### config.mk
export PLATFORM = sky130hd
export DESIGN_NAME = scan_responder
export DESIGN_NICKNAME = d
export VERILOG_FILES = /design/src/rtl/scan_pkg.sv /design/src/rtl/scan_sync_edge.sv /design/src/rtl/scan_responder.sv
export SDC_FILE = /design/constraint.sdc
export NUM_CORES = 1
export LEC_CHECK = 0
export BUFFER_PORTS_ARGS = -buffer_cell sky130_fd_sc_hd__buf_2
export CAP_MARGIN = 20
export CORE_MARGIN = 3
export CORE_UTILIZATION = 42
export DETAILED_ROUTE_END_ITERATION = 16
export MAX_ROUTING_LAYER = met4
export PLACE_DENSITY_LB_ADDON = 0.12
export SKIP_CTS_REPAIR_TIMING = 1
export SYNTH_ARGS = -nofsm -noshare
export SYNTH_HDL_FRONTEND = slang
export SYNTH_SLANG_ARGS = --single-unit
### constraint.sdc
create_clock -name clk -period 2.11 [get_ports clk]
set_clock_uncertainty 0.15 [all_clocks]
set_input_delay 0.211 -clock clk [delete_from_list [all_inputs] [get_ports clk]]
set_output_delay 0.211 -clock clk [all_outputs]
set_load 0.03 [all_outputs]
### src/rtl/scan_pkg.sv
// Shared types and default sizing for the scan chain responder cell.
package scan_pkg;

    localparam int DEFAULT_NUM_IOS     = 8;
    localparam int DEFAULT_SYNC_STAGES = 2;

    typedef enum logic [1:0] {
        IDLE    = 2'd0,
        CAPTURE = 2'd1,
        SHIFT   = 2'd2,
        LATCH   = 2'd3
    } scan_state_e;

endpackage

### src/rtl/scan_sync_edge.sv
// Synchronizer, optional two-sample deglitch filter and rising-edge detect for one scan input.
// Optional feature: SCAN_RESPONDER_DEGLITCH_EN adds the filter (one extra cycle of latency).
module scan_sync_edge
    import scan_pkg::*;
#(
    parameter int SYNC_STAGES = DEFAULT_SYNC_STAGES
) (
    input  logic clk,
    input  logic reset_n,
    input  logic din_i,
    output logic sync_o,
    output logic val_o,
    output logic rise_o
);

    logic [SYNC_STAGES-1:0] sync_q;
    logic                   val_q;

    // NOTE: sequential state uses non-blocking assignments so every flop samples pre-edge values.
    always_ff @(posedge clk or negedge reset_n) begin
        if (!reset_n) begin
            sync_q <= '0;
        end else begin
            sync_q <= {sync_q[SYNC_STAGES-2:0], din_i};
        end
    end

    assign sync_o = sync_q[SYNC_STAGES-1];

`ifdef SCAN_RESPONDER_DEGLITCH_EN
    logic sample_q;

    always_ff @(posedge clk or negedge reset_n) begin
        if (!reset_n) begin
            sample_q <= 1'b0;
        end else begin
            sample_q <= sync_o;
        end
    end

    // A new level is accepted only once two consecutive samples agree.
    assign val_o = (sync_o == sample_q) ? sync_o : val_q;
`else
    assign val_o = sync_o;
`endif

    // Resetting the delayed copy with the chain keeps reset release edge-free.
    always_ff @(posedge clk or negedge reset_n) begin
        if (!reset_n) begin
            val_q <= 1'b0;
        end else begin
            val_q <= val_o;
        end
    end

    assign rise_o = val_o & ~val_q;

endmodule

### src/rtl/scan_responder.sv
// Scan chain responder cell: captures design outputs, shifts them through the chain, latches new inputs.
// Optional feature: SCAN_RESPONDER_DEGLITCH_EN enables the input deglitch filter in scan_sync_edge.
module scan_responder
    import scan_pkg::*;
#(
    parameter int NUM_IOS     = DEFAULT_NUM_IOS,
    parameter int SYNC_STAGES = DEFAULT_SYNC_STAGES
) (
    input  logic               clk,
    input  logic               reset_n,
    input  logic               scan_clk_in,
    input  logic               scan_data_in,
    input  logic               scan_select_in,
    input  logic               scan_latch_enable_in,
    input  logic [NUM_IOS-1:0] module_data_out,
    output logic               scan_clk_out,
    output logic               scan_select_out,
    output logic               scan_latch_enable_out,
    output logic               scan_data_out,
    output logic [NUM_IOS-1:0] module_data_in,
    output logic               frame_done,
    output logic               align_err
);

    localparam int                CNT_W   = (NUM_IOS > 1) ? $clog2(NUM_IOS) : 1;
    localparam logic [CNT_W-1:0]  CNT_MAX = CNT_W'(NUM_IOS - 1);

    logic clk_val,  clk_rise;
    logic sel_val,  sel_rise;
    logic lat_val,  lat_rise;
    logic data_val;
    logic unused_clk_val, unused_sel_val, unused_lat_val;
    logic unused_data_sync, unused_data_rise;

    scan_sync_edge #(.SYNC_STAGES(SYNC_STAGES)) u_sync_clk (
        .clk(clk), .reset_n(reset_n), .din_i(scan_clk_in),
        .sync_o(scan_clk_out), .val_o(clk_val), .rise_o(clk_rise)
    );

    scan_sync_edge #(.SYNC_STAGES(SYNC_STAGES)) u_sync_sel (
        .clk(clk), .reset_n(reset_n), .din_i(scan_select_in),
        .sync_o(scan_select_out), .val_o(sel_val), .rise_o(sel_rise)
    );

    scan_sync_edge #(.SYNC_STAGES(SYNC_STAGES)) u_sync_lat (
        .clk(clk), .reset_n(reset_n), .din_i(scan_latch_enable_in),
        .sync_o(scan_latch_enable_out), .val_o(lat_val), .rise_o(lat_rise)
    );

    // Data rides the same pipeline as scan_clk so it stays aligned with its shift edge.
    scan_sync_edge #(.SYNC_STAGES(SYNC_STAGES)) u_sync_data (
        .clk(clk), .reset_n(reset_n), .din_i(scan_data_in),
        .sync_o(unused_data_sync), .val_o(data_val), .rise_o(unused_data_rise)
    );

    assign unused_clk_val = clk_val;
    assign unused_sel_val = sel_val;
    assign unused_lat_val = lat_val;

    scan_state_e        state_q, state_d;
    logic [NUM_IOS-1:0] sr_q, sr_d;
    logic [NUM_IOS-1:0] mdi_q, mdi_d;
    logic [CNT_W-1:0]   bit_cnt_q, bit_cnt_d;
    logic               err_q, err_d;

    // NOTE: every signal gets a default first so no path through this block can infer a latch.
    always_comb begin
        state_d   = IDLE;
        sr_d      = sr_q;
        mdi_d     = mdi_q;
        bit_cnt_d = bit_cnt_q;
        err_d     = err_q;

        if (sel_rise) begin
            state_d   = CAPTURE;
            sr_d      = module_data_out;
            bit_cnt_d = '0;
        end else if (lat_rise) begin
            state_d = LATCH;
            mdi_d   = sr_q;
            if (bit_cnt_q != '0) begin
                err_d = 1'b1;
            end
        end else if (clk_rise) begin
            state_d   = SHIFT;
            sr_d      = {sr_q[NUM_IOS-2:0], data_val};
            bit_cnt_d = (bit_cnt_q == CNT_MAX) ? '0 : bit_cnt_q + CNT_W'(1);
        end

        // A shift edge losing to capture or latch is dropped and flagged.
        if (clk_rise && (sel_rise || lat_rise)) begin
            err_d = 1'b1;
        end
    end

    always_ff @(posedge clk or negedge reset_n) begin
        if (!reset_n) begin
            state_q   <= IDLE;
            sr_q      <= '0;
            mdi_q     <= '0;
            bit_cnt_q <= '0;
            err_q     <= 1'b0;
        end else begin
            state_q   <= state_d;
            sr_q      <= sr_d;
            mdi_q     <= mdi_d;
            bit_cnt_q <= bit_cnt_d;
            err_q     <= err_d;
        end
    end

    assign scan_data_out  = sr_q[NUM_IOS-1];
    assign module_data_in = mdi_q;
    assign frame_done     = (state_q == LATCH);
    assign align_err      = err_q;

endmodule

Word level (Yosys, flattened, before mapping)
Index checks and enable logic that the tools add are counted.
- add/subtract/negate cells: 1
- eq/ne operators: 4
- muxes and demuxes: 14
- bitwise gates (word level): 7
- reductions and logical operators: 9
- operators by type and width (cell ; count):
    2-to-1 mux 8 bit ; 3
    2-to-1 mux 3 bit ; 4
    2-to-1 mux 2 bit ; 3
    nonzero test 2 bit ; 3
    2-to-1 mux 1 bit ; 4
    NOT 1 bit ; 4
    AND reduction 2 bit ; 2
    adder 3 x 1 -> 3 bit (second input constant) ; 1
    bitwise AND 1 bit ; 3
    == test 3 bit (second input constant) ; 1
    AND reduction 3 bit ; 1
    nonzero test 3 bit ; 1
    == test 2 bit (second input constant) ; 1
    != test 2 x 1 -> 1 bit (second input constant) ; 1
    != test 2 bit (second input constant) ; 1
    logical AND 1 bit ; 1
    logical OR 1 bit ; 1
- bits in registers: 33
- input bits: 14
- output and inout port bits: 14
- logic and storage cells: 47

Longest topological paths before layout
- depth after elaboration: 6
- mapped depth: 5
- gate-level depth less buffers: 5

Cells and area by module
A second synthesis with hierarchy kept.
- cells, all modules: 99
- area, all modules: 1391.3 um^2
- modules (own cells, without submodules) (module ; times used ; cells each ; area each (um^2) ; seq. area each (um^2)):
    scan_responder ; 1 ; 79 ; 1006.0 ; 550.5
    scan_sync_edge ; 4 ; 5 ; 96.3 ; 75.1

Worst setup path before layout
No wires, ideal clock.
- path type: reg-to-reg
- start: reg bit_cnt_q[0]
- end: reg bit_cnt_q[0]
- library setup time: 0.078 ns
- arrival: 1.331 ns
- required time: 1.882 ns
- setup slack: 0.551 ns
- cell stages (with the launch flop): 5
- period minus slack after synthesis: 1.559 ns
- path through: dfrtp_1 > ha_1 > ha_1 > or4_1 > a21oi_1
- longest elaborated chain between the ends: 5
- elaborated cells on any way between the ends: 6
- those cells by class: add/sub (1); eq/ne (1); mux (4)
- ends and longest elaborated chain (element ; line ; source):
    start: declaration ; scan_responder.sv:63 ; logic [CNT_W-1:0] bit_cnt_q, bit_cnt_d;
    start signal: assignment ; scan_responder.sv:107 ; bit_cnt_q <= bit_cnt_d;
    adder 3 x 1 -> 3 bit or == test 3 bit (tied branches) ; scan_responder.sv:87 ; bit_cnt_d = (bit_cnt_q == CNT_MAX) ? '0 : bit_cnt_q + CNT_W'(1);
    2-to-1 mux 3 bit (*) ; scan_responder.sv:87 ;
    2-to-1 mux 3 bit (*) ; scan_responder.sv:84 ; end else if (clk_rise) begin
    2-to-1 mux 3 bit (*) ; scan_responder.sv:78 ; end else if (lat_rise) begin
    2-to-1 mux 3 bit (*) ; scan_responder.sv:74 ; if (sel_rise) begin
Every way passes the cells marked *; elsewhere a longest branch is shown, timed or not. The select of a mux whose other input is x is not followed.
A chain may end at the register's enable or synchronous reset.

Worst setup path in the final report
Same ends and word-level chain as after synthesis.

==> run_results.csv <==
group,metric,value,unit
critical_path,worst_ep_required_time,2.22,ns
global_route,gr-total-overflow,0,
clocking,clockRootBuffer,"clkbuf_4",
logic_synthesis,ys_ff_latch,33,
timing,setup-violations-final,0,
logic_synthesis,syn_area_per_cell,12.20,um2
global_route,grt_pass1_vias,822,
finish,area_delta_synth_final,25.69,%
timing,fin_crit,1.691,ns
power_and_ir_drop,cellPowerDensity,873.7,nW/um2
critical_path,crit_path_max_fanout,4,
power_and_ir_drop,ir_worst_vdd,0.5455,mV
timing,slew_violations,0,
placed_design,gp_congestion,0.7008,
finish,antenna_cells,0,
logic_synthesis,syn-num-nets,124,
clocking,path_clk_slew,0.10,ns
power_and_ir_drop,p_leak,0.7664,nW
routing,drt_pass1_iterations,4,
die,io_pins,28,
finish,final_area,1640,um2
finish,drive_above_1_share,30.20,%
timing,max_freq,0.5915,GHz
critical_path,worstSetupPathType,"reg -> reg",
routing,vias,943,
critical_path,rrSetupSlack,0.42,ns
clocking,cts_num_sinks,33,
routing,ant_nets,0,
timing,post-route-period-util,80.13,%
critical_path,crit_arrival,1.80,ns
die,die_x,61.74,um
logic_synthesis,synthesis.area,1305,um2
finish,final_cell_mix,"33 x dfrtp_1, 27 x buf_2, 12 x dlygate4sd3_1, 10 x nand3_1",
logic_synthesis,synthDistinctLibCells,23,
finish,fin_util,57.50,%
global_route,grt_pass1_wl,3926,um
die,start_util,45.75,%
finish,fin_nets,166,
global_route,antenna_found_initial,0,
timing,tns,0,ns
logic_synthesis,synthCells,107,
logic_synthesis,yosysWarnings,0,
routing,drc,0,
timing,worst_pin_slew,0.7037,ns
routing,viasPerCell,5.239,
global_route,grt_max_degree,34,
clocking,insertion_delay,0.33,ns
timing,finalHoldViolCount,0,
clocking,cts_made_buffers,5,
global_route,grt_usage,15.16,%
critical_path,timing.rr.start,"bit_cnt_q[0]",
critical_path,endpoint_kind,"flop",
routing,finalWirelength,2512,um
timing,max_slew_margin,53.09,%
die,rows,19,
die,fp.dieH,61.74,um
critical_path,timing.rr.end,"bit_cnt_q[0]",
placed_design,dpl.hpwl,1640,um
placed_design,dpl_cell_area,1465,um2
critical_path,critPathCapture,"bit_cnt_q[0]",
min_path,hold_path.class,"in -> reg",
finish,final_common_cell,"dfrtp_1",
outcome,outcome,"finished, final reports clean",
logic_synthesis,ys_seq_area_share,63.28,%
routing,drt_iter0_markers,13,
critical_path,r2r_cells,4,
clocking,cts_tree,"yes",
clocking,htreeDepth,2,
placed_design,portBuffers,27,
die,die-area,3812,um2
critical_path,critPathLaunch,"bit_cnt_q[0]",
job,cap_violations,0,
clocking,clockBufferDepth,2,
routing,wl_per_cell,13.96,um
timing,rsz0062_at_grt,"false",
critical_path,critPathLaunchType,"flop",
die,coreArea,2853,um2
==> worst min-delay path by stage <==
stage,startpoint,end,slack [ns],cells past startpoint
finish,module_data_out[7],sr_q[7],0.004,3
floorplan,reset_n,align_err,-0.23,0
detailed placement,reset_n,align_err,0.16,1
global placement,reset_n,state_q[0],0.15,1
CTS,reset_n,align_err,-0.21,1
global route,module_data_out[7],sr_q[7],0.02,3
==> flip-flops by register name (all words and copies together) (netlist names), 2 cells and up <==
register            cells
u_sync_sel.sync_q       2
u_sync_data.sync_q      2
u_sync_lat.sync_q       2
state_q                 2
sr_q                    8
module_data_in          8
bit_cnt_q               3
u_sync_clk.sync_q       2
==> cells in the mapped netlist (all sizes together) <==
library cell / n / area share, %
a21o: 1 / 0.58
a21oi: 4 / 1.5
a31oi: 2 / 0.96
and2: 1 / 0.48
buf: 6 / 2.5
clkbuf: 1 / 0.29
dfrtp: 33 / 63
ha: 3 / 2.9
inv: 2 / 0.58
mux2: 8 / 6.9
nand2: 8 / 2.5
nand2b: 3 / 1.4
nand3: 10 / 3.8
nand4: 6 / 2.9
nor2: 2 / 0.58
nor2b: 4 / 2.5
o211ai: 6 / 3.5
o21ai: 6 / 2.3
or4: 1 / 0.58
==> worst max-delay path: stages (launching register included) <==
cell and delay, ns:
dfrtp_1 0.42, ha_1 0.22, ha_1 0.19, or4_1 0.52, a21oi_1 0.14
==> cell families (layout without fill, tap and decap cells) <==
| logic type | count (synthesis) | in the layout | share of synthesized area, % |
|---|---|---|---|
| buffers and inverters | 9 | 51 | 3.356 |
| and+or+nand+nor | 35 | 35 | 14.77 |
| AOI/OAI and AO/OA | 19 | 19 | 8.821 |
| DFF | 33 | 33 | 63.28 |
| adders and majority gates | 3 | 3 | 2.877 |
| muxes | 8 | 8 | 6.903 |
==> metal layers <==
| metal | global-route usage [%] | routed length, um | up-vias |
|---|---|---|---|
| met5 | - | 0 | - |
| met4 | 6.364 | 44 | 0 |
| met3 | 5.992 | 134 | 5 |
| met2 | 21.08 | 1254 | 27 |
| met1 | 19.71 | 1078 | 453 |
| li1 | - | - | 458 |
==> final cells by class <==
cell class / count / area [um2]
Fill cell: 265 / 1212
Sequential cell: 33 / 825.8
Multi-Input combinational cell: 65 / 435.4
Timing Repair Buffer: 42 / 277.8
Clock buffer: 7 / 55.05
Tap cell: 31 / 38.79
Inverter: 2 / 7.507
==> report_power, final <==
group | total [W] | internal [W] | switching (W)
clock | 0.000353 | 0.000157 | 0.000196
combinational | 0.000318 | 0.000124 | 0.000194
sequential | 0.000762 | 0.000716 | 0.0000464
==> through the flow <==
step,cells,total power (W),worst slack (ns),hold WS (ns)
floorplan,107,0.0009771,0.5508,-0.2346
global placement,161,0.001072,0.5219,0.1542
detailed placement,161,0.001081,0.4329,0.1568
CTS,168,0.001432,0.4068,-0.2072
global route,180,0.001516,0.3554,0.01519
finish,180,0.001433,0.4192,0.004395
No activity file was read; power rests on OpenSTA's default activity.
